===== src/rtl/dmux16_router_pkg.sv =====
// Shared word width and channel map for the 16-bit router family.
// Both the mux side and the demux side use these definitions.
package dmux16_router_pkg;

    localparam int WORD_W = 16;
    localparam int NUM_CH = 4;
    localparam int SEL_W  = 2;
    localparam int ACC_W  = 16;

    // Sink assignment on the CPU data-out bus
    localparam int CH_RAM    = 0;
    localparam int CH_VRAM   = 1;
    localparam int CH_SCREEN = 2;
    localparam int CH_PORT   = 3;

endpackage


===== src/rtl/dmux16_router_if.sv =====
// Word stream into the router and the per-channel output streams.
// Every stream uses valid/ready flow control.
interface dmux16_router_if #(
    parameter int WIDTH   = 16,
    parameter int NUM_OUT = 4,
    parameter int SELW    = 2
);

    logic                     in_valid;
    logic                     in_ready;
    logic [SELW-1:0]          in_sel;
    logic [WIDTH-1:0]         in_data;
    logic [NUM_OUT-1:0]       out_valid;
    logic [NUM_OUT-1:0]       out_ready;
    logic [NUM_OUT*WIDTH-1:0] out_data;

    // Producer and consumers of the router
    modport master (
        output in_valid, in_sel, in_data, out_ready,
        input  in_ready, out_valid, out_data
    );

    modport slave (
        input  in_valid, in_sel, in_data, out_ready,
        output in_ready, out_valid, out_data
    );

endinterface


===== src/rtl/dmux16_router_slot.sv =====
// One-entry holding register for a single output channel.
// A load takes priority over a pop, so a word can be popped and replaced in the same cycle.
module dmux_slot
    import dmux16_router_pkg::*;
#(
    parameter int WIDTH = WORD_W
) (
    input  logic             clk,
    input  logic             rst_n,
    input  logic             load_i,
    input  logic             pop_i,
    input  logic [WIDTH-1:0] data_i,
    output logic             valid_o,
    output logic [WIDTH-1:0] data_o
);

    logic             valid_q, valid_d;
    logic [WIDTH-1:0] data_q, data_d;

    always_comb begin
        valid_d = valid_q;
        data_d  = data_q;
        if (load_i) begin
            valid_d = 1'b1;
            data_d  = data_i;
        end else if (pop_i) begin
            valid_d = 1'b0;
        end
    end

    always_ff @(posedge clk) begin
        if (!rst_n) begin
            valid_q <= 1'b0;
            data_q  <= '0;
        end else begin
            valid_q <= valid_d;
            data_q  <= data_d;
        end
    end

    assign valid_o = valid_q;
    assign data_o  = data_q;

endmodule


===== src/rtl/dmux16_router.sv =====
// Routes one word stream to NUM_OUT channels by in_sel, with one holding slot per channel.
// A stalled channel only stalls words addressed to it.
module dmux16_router
    import dmux16_router_pkg::*;
#(
    parameter int WIDTH   = WORD_W,
    parameter int NUM_OUT = NUM_CH,
    parameter int SELW    = SEL_W
) (
    input  logic             clk,
    input  logic             rst_n,
    dmux16_router_if.slave   bus,
    output logic [ACC_W-1:0] acc_count
);

    logic                 in_ready;
    logic                 acc;
    logic [NUM_OUT-1:0]   slot_valid;
    logic [NUM_OUT-1:0]   load;
    logic [NUM_OUT-1:0]   pop;
    logic [WIDTH-1:0]     slot_data [NUM_OUT];
    logic [ACC_W-1:0]     acc_count_q, acc_count_d;

    // Ready looks only at the addressed slot, never at in_valid
    assign in_ready     = ~slot_valid[bus.in_sel] | bus.out_ready[bus.in_sel];
    assign acc          = bus.in_valid & in_ready;
    assign bus.in_ready = in_ready;

    for (genvar i = 0; i < NUM_OUT; i++) begin : g_slot
        assign load[i] = acc & (bus.in_sel == SELW'(i));
        assign pop[i]  = slot_valid[i] & bus.out_ready[i];

        dmux_slot #(.WIDTH(WIDTH)) u_slot (
            .clk     (clk),
            .rst_n   (rst_n),
            .load_i  (load[i]),
            .pop_i   (pop[i]),
            .data_i  (bus.in_data),
            .valid_o (slot_valid[i]),
            .data_o  (slot_data[i])
        );
    end

    always_comb begin
        bus.out_data = '0;
        for (int i = 0; i < NUM_OUT; i++) begin
            bus.out_data[i*WIDTH +: WIDTH] = slot_data[i];
        end
    end

    assign bus.out_valid = slot_valid;

    always_comb begin
        acc_count_d = acc_count_q;
        if (acc) begin
            acc_count_d = acc_count_q + ACC_W'(1);
        end
    end

    always_ff @(posedge clk) begin
        if (!rst_n) begin
            acc_count_q <= '0;
        end else begin
            acc_count_q <= acc_count_d;
        end
    end

    assign acc_count = acc_count_q;

endmodule


===== src/flat_wrapper.sv =====
// flat-port wrapper written by rule: the top's interface ports become plain ports
module dmux16_router_flat import dmux16_router_pkg::*;
#(
    parameter int WIDTH   = WORD_W,
    parameter int NUM_OUT = NUM_CH,
    parameter int SELW    = SEL_W
)
  (clk, rst_n, acc_count, bus_in_valid, bus_in_sel, bus_in_data, bus_out_ready, bus_in_ready, bus_out_valid, bus_out_data);
  dmux16_router_if #(.WIDTH(WIDTH), .NUM_OUT(NUM_OUT), .SELW(SELW)) bus_i ();
  input  logic clk;
  input  logic rst_n;
  output logic [ACC_W-1:0] acc_count;
  input wire logic [$bits(bus_i.in_valid)-1:0] bus_in_valid;
  input wire logic [$bits(bus_i.in_sel)-1:0] bus_in_sel;
  input wire logic [$bits(bus_i.in_data)-1:0] bus_in_data;
  input wire logic [$bits(bus_i.out_ready)-1:0] bus_out_ready;
  output wire logic [$bits(bus_i.in_ready)-1:0] bus_in_ready;
  output wire logic [$bits(bus_i.out_valid)-1:0] bus_out_valid;
  output wire logic [$bits(bus_i.out_data)-1:0] bus_out_data;
  assign bus_i.in_valid = bus_in_valid;
  assign bus_i.in_sel = bus_in_sel;
  assign bus_i.in_data = bus_in_data;
  assign bus_i.out_ready = bus_out_ready;
  assign bus_in_ready = bus_i.in_ready;
  assign bus_out_valid = bus_i.out_valid;
  assign bus_out_data = bus_i.out_data;
  dmux16_router #(.WIDTH(WIDTH), .NUM_OUT(NUM_OUT), .SELW(SELW)) u_core (.clk(clk), .rst_n(rst_n), .bus(bus_i), .acc_count(acc_count));
endmodule

===== config.mk =====
export PLATFORM = sky130hd
export DESIGN_NAME = dmux16_router_flat
export DESIGN_NICKNAME = d
export VERILOG_FILES = /design/src/rtl/dmux16_router_pkg.sv /design/src/rtl/dmux16_router_if.sv /design/src/rtl/dmux16_router_slot.sv /design/src/rtl/dmux16_router.sv /design/src/flat_wrapper.sv
export SDC_FILE = /design/constraint.sdc
export NUM_CORES = 1
export LEC_CHECK = 0
export ABC_AREA = 1
export BUFFER_PORTS_ARGS = -buffer_cell sky130_fd_sc_hd__buf_2
export CAP_MARGIN = 20
export CELL_PAD_IN_SITES_DETAIL_PLACEMENT = 0
export CELL_PAD_IN_SITES_GLOBAL_PLACEMENT = 2
export CORE_MARGIN = 1.5
export CORE_UTILIZATION = 29
export CTS_CLUSTER_SIZE = 10
export DETAILED_ROUTE_END_ITERATION = 6
export PLACE_DENSITY_LB_ADDON = 0.1
export REMOVE_ABC_BUFFERS = 1
export SYNTH_ARGS = -nofsm -noshare
export SYNTH_HDL_FRONTEND = slang
export SYNTH_SLANG_ARGS = --single-unit

===== constraint.sdc =====
create_clock -name clk -period 3.3 [get_ports clk]
set_input_delay 0.165 -clock clk [delete_from_list [all_inputs] [get_ports clk]]
set_output_delay 0.165 -clock clk [all_outputs]
set_load 0.01 [all_outputs]

==> results of run 1 <==
==> sequential cells by signal, summed over array words and instances, names as in the netlist <==
name,cells
u_core.acc_count,16
u_core.g_slot.u_slot.data_o,64
u_core.g_slot.u_slot.valid_o,4
==> cell usage in the layout (no fill, tap or decap), drive strengths merged, types with 5 or more instances in the layout <==
cell,count
clkbuf,15
o21ai,5
dfxtp,84
buf,110
nand4,6
a21oi,14
inv,91
nand2,197
nand3,21
nor2,156
==> cell type report <==
| type | count | area (um2) | area share |
|---|---|---|---|
| Timing Repair Buffer | 110 | 553 | 0.115 |
| Tap cell | 176 | 220 | 0.0458 |
| Inverter | 91 | 342 | 0.0710 |
| Sequential cell | 84 | 1680 | 0.350 |
| Clock buffer | 15 | 258 | 0.0536 |
| Clock inverter | 1 | 7.51 | 0.00156 |
| Multi-Input combinational cell | 407 | 1750 | 0.363 |
==> per-stage QoR <==
step | util | instance area [um2] | total power, mW | hold WS, ns
finish | 0.362 | 4810 | 2.29 | 0.0947
global route | 0.362 | 4810 | 2.41 | 0.104
CTS | 0.362 | 4810 | 2.33 | 0.0841
detailed placement | 0.342 | 4540 | 1.38 | 0.452
global placement | 0.342 | 4540 | 1.38 | 0.445
floorplan | - | 3770 | 1.25 | 0.285
==> critical path, cell delays in order, from the launching register on <==
cell	delay, ns
dfxtp_1	0.32
nand2_1	0.07
nand2_1	0.06
nand2_1	0.05
nand2_1	0.09
nand2_4	0.30
nand3_4	0.41
nand2_1	0.18
nand2_1	0.06
nor2_1	0.11
==> power breakdown <==
group          internal (mW)  leakage [nW]  total [mW]  switching, mW
Clock                  0.533         0.124       0.932          0.399
Sequential              1.06         0.686        1.09         0.0261
Combinational         0.0921          1.84       0.266          0.173
==> cells by family (layout without fill, tap and decap cells) <==
family	count (synthesis)	after routing	share of synthesized area
xor+xnor	3	3	0.00662
fa+ha+maj	1	1	0.00315
flops	84	84	0.424
buf+inv	122	217	0.136
compound gates	19	19	0.0268
simple gates	384	384	0.404
==> worst paths after layout <==
path	start	slack (ns)	endpoint	cells past startpoint
max	u_core.g_slot[2].u_slot.valid_o	1.54	u_core.g_slot[2].u_slot.data_o[4]	9
min	bus_out_ready[2]	0.09	u_core.g_slot[2].u_slot.valid_o	4
max reg2reg	u_core.g_slot[2].u_slot.valid_o	1.54	u_core.g_slot[2].u_slot.data_o[4]	9
min reg2reg	u_core.g_slot[2].u_slot.valid_o	0.49	u_core.g_slot[2].u_slot.valid_o	2
==> routing by layer <==
metal  share of wire  track usage  vias up
met3           0.060       0.0452        9
met5               0            0        -
li1                -            -     1977
met2            0.46        0.235       74
met4           0.013       0.0580        0
met1            0.47        0.193     1614
==> impl_metrics.toml, run 1 <==
[cells_and_area]
drive_above_1_share = 0.196
fillCellCount = 1500
diodes = 0
syn2layout_area_growth_pct = 21.2
fin_cells = 884
nets = 729

[clocking]
post-cts-setup-buffer-count = 0
cts_resized = 0
clkSlewWorstSetupHoldPaths_ns = 0.06
clockRootBuffer = "clkbuf_16"
hold_buffers = 0
clk_path_buf_depth = 2
insertion_delay_ns = 0.34
h-tree-depth = 3
cts_num_sinks = 84
tritoncts = "done"
numCtsBuffers = 9

[sta]
hold_violations = 0
clock.fmax_mhz = 568
max-slew-margin-rel = 0.471
rsz0062_at_grt = "no"
finClkSkew_ns = 0.00700
post-route-period-util = 0.534
report.final.slew_viol_count = 0
layout_setup_ws_ns = 1.54
final.min_clock_period_ns = 1.76
setup_viol = 0
worst_pin_slew_ns = 0.794
fin_setup_tns_ns = 0

[synth]
seq_area_frac_synth = 0.424
dominantRegCellSynth = "dfxtp_1"
synth_top_cells_by_count = "nand2_1 (191), nor2_1 (154), inv_1 (89), dfxtp_1 (84), nand3_1 (16)"
synth-async-reset-ratio = 0
syn_inst = 613
synth_edf_count = 0
synth_top_area_frac = 0.424
netlist_area_um2 = 3970
ys_warn_count = 0
synth_cell_types = 25
synth_area_leaders = "dfxtp_1 (42%), nand2_1 (18%), nor2_1 (15%)"
synth_most_common_cell = "nand2_1"
avgSynthCellArea_um2 = 6.47
ys_ff_latch = 84
yosys.area.top_type = "dfxtp_1"

[floorplanning]
die-area_um2 = 14400
start_util = 0.298
ios = 110
rows = 42
core_area_um2 = 13300
fp.dieW_um = 120
fp.dieH_um = 120

[placed_design]
dp_cells = 868
routabilityCongestion = 0.825
hpwl_mm = 6.94
pre_cts_ws_ns = 1.42
portBuffers = 109

[status]
status = "completed"

[route]
drc_errors = 0
postRouteAntennaNets = 0
routed_wl_mm = 10.4
drt_first_pass_iters = 6
wl_per_cell_um = 11.8
dr.first_iter.drc_count = 201
vias_per_cell = 4.16
vias = 3674

[setup_path]
cp_data_required_time_ns = 3.57
critPathMaxFanout = 33
crit_arrival_ns = 2.03
critPathCaptureType = "register"
critPathLaunchType = "register"
crit_type = "register to register"

[run]
cap_violations = 0

[grt]
grt_pass1_wl_mm = 17.0
grt_pass1_vias = 3348
overflow = 0
grt_max_degree = 70
antenna_found_initial = 0
grt_usage = 0.150

[pwr]
leakage_nw = 2.65
power_density_nw_per_um2 = 475
ir_drop_v = 0.000181

[worst_hold_path]
hp-class = "primary input to register"
(Power assumes the default switching activity.)
==> run 2, diff against run 1 <==
--- a/config.mk
+++ b/config.mk
@@ -5,13 +5,13 @@
 export SDC_FILE = /design/constraint.sdc
 export NUM_CORES = 1
 export LEC_CHECK = 0
-export ABC_AREA = 1
+export ABC_AREA = 0
 export BUFFER_PORTS_ARGS = -buffer_cell sky130_fd_sc_hd__buf_2
 export CAP_MARGIN = 20
 export CELL_PAD_IN_SITES_DETAIL_PLACEMENT = 0
 export CELL_PAD_IN_SITES_GLOBAL_PLACEMENT = 2
 export CORE_MARGIN = 1.5
-export CORE_UTILIZATION = 29
+export CORE_UTILIZATION = 27
 export CTS_CLUSTER_SIZE = 10
 export DETAILED_ROUTE_END_ITERATION = 6
 export PLACE_DENSITY_LB_ADDON = 0.1
==> constraint.sdc (replaced) <==
create_clock -name clk -period 1.8 [get_ports clk]
set_input_delay 0.09 -clock clk [delete_from_list [all_inputs] [get_ports clk]]
set_output_delay 0.09 -clock clk [all_outputs]
set_load 0.01 [all_outputs]
==> run 2 against run 1 <==
  * The run now ends with design-rule violations, negative setup slack left
  * Core utilization increased by 1.7 points
  * Clock skew decreased by 0.0011 ns
  * Flip-flop and latch count unchanged
  * Worst hold slack got worse by 0.073 ns
  * Maximum frequency decreased by 4.5%
  * Critical path type unchanged
==> impl_metrics.toml, run 2 <==
[status]
status = "finished, violations left"
violations = "design-rule violations, negative setup slack"

[cells_and_area]
layout_commonest_cell = "nand2_1"
largest_reg_flops = 64
final_cell_mix = "nand2_1 (133), buf_2 (109), dfxtp_1 (84), a21oi_1 (80), buf_4 (22)"
fin_cells = 664
diodes = 0
drive_above_1_share = 0.311
nets = 543
syn2layout_area_growth_pct = 35.4

[pwr]
power_density_nw_per_um2 = 948
ir_drop_v = 0.000333
leakage_nw = 1.83

[route]
postRouteAntennaNets = 0
wl_per_cell_um = 15.3
routed_wl_mm = 10.2
dr.first_iter.drc_count = 185
vias_per_cell = 4.66
drt_first_pass_iters = 7
drc_errors = 9
vias = 3092

[floorplanning]
core_area_um2 = 11500
die-area_um2 = 12600
rows = 39
start_util = 0.280
ios = 110
fp.dieW_um = 112
fp.dieH_um = 112

[synth]
seq_area_frac_synth = 0.522
avgSynthCellArea_um2 = 7.98
dominantRegCellSynth = "dfxtp_1"
synth_most_common_cell = "nand2_1"
yosys.area.top_type = "dfxtp_1"
synth_edf_count = 0
syn_inst = 404
synth_top_cells_by_count = "nand2_1 (133), a21oi_1 (84), dfxtp_1 (84), clkbuf_1 (25), or4_1 (13)"
ys_warn_count = 0
synth_cell_types = 23
ys_ff_latch = 84
netlist_area_um2 = 3220
synth_area_leaders = "dfxtp_1 (52%), nand2_1 (15%), a21oi_1 (13%)"
synth-async-reset-ratio = 0
synth_top_area_frac = 0.522

[setup_path]
slowest_delay_ns = 0.52
slowest_stage = "or4_4"
critPathCaptureType = "register"
cp_cell_sequence = "nor2b_1 > mux4_2 > buf_12 > or4_4 > a21oi_2"
critPathLaunchType = "register"
critical_path.top_delay_family = "simple AND/OR/NAND/NOR gates"
critPathBufInv = 1
worstSetupStartpoint = "u_core.g_slot[0].u_slot.valid_o"
reg2reg_from = "u_core.g_slot[0].u_slot.valid_o"
cp_data_required_time_ns = 2.07
crit_arrival_ns = 2.11
crit_type = "register to register"
critPathMaxFanout = 16

[run]
cap_violations = 0

[clocking]
numCtsBuffers = 9
hold_buffers = 0
clockRootBuffer = "clkbuf_16"
clk_path_buf_depth = 2
clkSlewWorstSetupHoldPaths_ns = 0.06
h-tree-depth = 3
insertion_delay_ns = 0.34
cts_num_sinks = 84
tritoncts = "done"

[grt]
grt_usage = 0.161
overflow = 0
grt_pass1_wl_mm = 15.5
antenna_found_initial = 0
grt_max_degree = 85
grt_pass1_vias = 2886

[placed_design]
portBuffers = 109
hpwl_mm = 6.35
dp_cells = 647
routabilityCongestion = 0.697

[sta]
post-route-period-util = 1.02
fin_setup_tns_ns = -0.349
max-slew-margin-rel = 0.736
clock.fmax_mhz = 542
hold_violations = 0
final.min_clock_period_ns = 1.84
worst_pin_slew_ns = 0.395
report.final.slew_viol_count = 0
rsz0062_at_grt = "yes"
finClkSkew_ns = 0.00585
layout_setup_ws_ns = -0.0444
setup_viol = 13

[worst_hold_path]
hold_path.startpoint = "bus_in_data[10]"
hp-class = "primary input to register"
run 2: cell types whose count changed after synthesis, moves of 5 or more:
cell      before  now
nor2_1       154    1
inv_1         89    6
a21oi_1       11   84
nand2_1      191  133
clkbuf_1       4   25
buf_2         15    0
or4_1          0   13
o31ai_1        0   12
nand3_1       16    8
nand2b_1       0    6
nor2b_1        0    5
run 2: repair_timing:
action                     in CTS  in global routing
gates resized for setup         0                  9
setup buffers                   0                  1
setup endpoints to repair      12                 14
gates cloned                    0                  1
pin swaps                       0                  2
run 2: power by group:
| part | total, mW | internal (mW) | switching [mW] | leakage, nW |
|---|---|---|---|---|
| combinational | 0.337 | 0.128 | 0.209 | 1.00 |
| clock | 1.86 | 1.10 | 0.758 | 0.144 |
| sequential | 1.94 | 1.91 | 0.0275 | 0.682 |
run 2: cell families after synthesis:
family                     after synthesis  synth area share
muxes                                    1           0.00699
AOI/OAI and AO/OA                      100             0.166
DFF                                     84             0.522
adders and majority gates                1           0.00388
buffers and inverters                   38            0.0536
and+or+nand+nor                        180             0.248
run 2: per-layer routing:
metal	vias up	global-route usage	part of all wire
met5	-	0	0
met3	5	0.0410	0.059
met2	67	0.246	0.46
met1	1430	0.216	0.47
li1	1590	-	-
met4	0	0.0709	0.0073
run 2: worst reg2reg max path, cell delays in order, from the launching register on:
cell and delay, ns:
dfxtp_1 0.31, nor2b_1 0.14, mux4_2 0.50, buf_12 0.17
or4_4 0.52, a21oi_2 0.14
run 2: final timing paths:
path	to	slack (ns)	cells past startpoint
setup / recovery	u_core.acc_count[14]	-0.04	5
hold / removal	u_core.g_slot[2].u_slot.data_o[10]	0.02	3
setup reg to reg	u_core.acc_count[14]	-0.04	5
hold reg to reg	u_core.g_slot[2].u_slot.data_o[11]	0.45	2
run 2: area by class of cell:
cell class	count	area, um2
inverters	6	22.5
clock inverters	5	52.6
flip-flops and latches	84	1680
clock buffers	10	239
multi-input cells	282	1410
fillers	1210	7150
well taps	143	179
repair buffers	134	776
run 2: stage by stage:
step	util	instance area [um2]	total power, mW	hold WS (ns)	setup WS, ns
after CTS	0.373	4300	4.19	0.00474	-0.0497
after global routing	0.379	4360	4.33	0.0152	-0.118
final	0.379	4360	4.13	0.0214	-0.0444
after floorplan	-	3070	2.13	0.226	-0.0784
after detailed placement	0.348	4010	2.32	0.370	-0.0389
after global placement	0.348	4010	2.32	0.367	0.00289
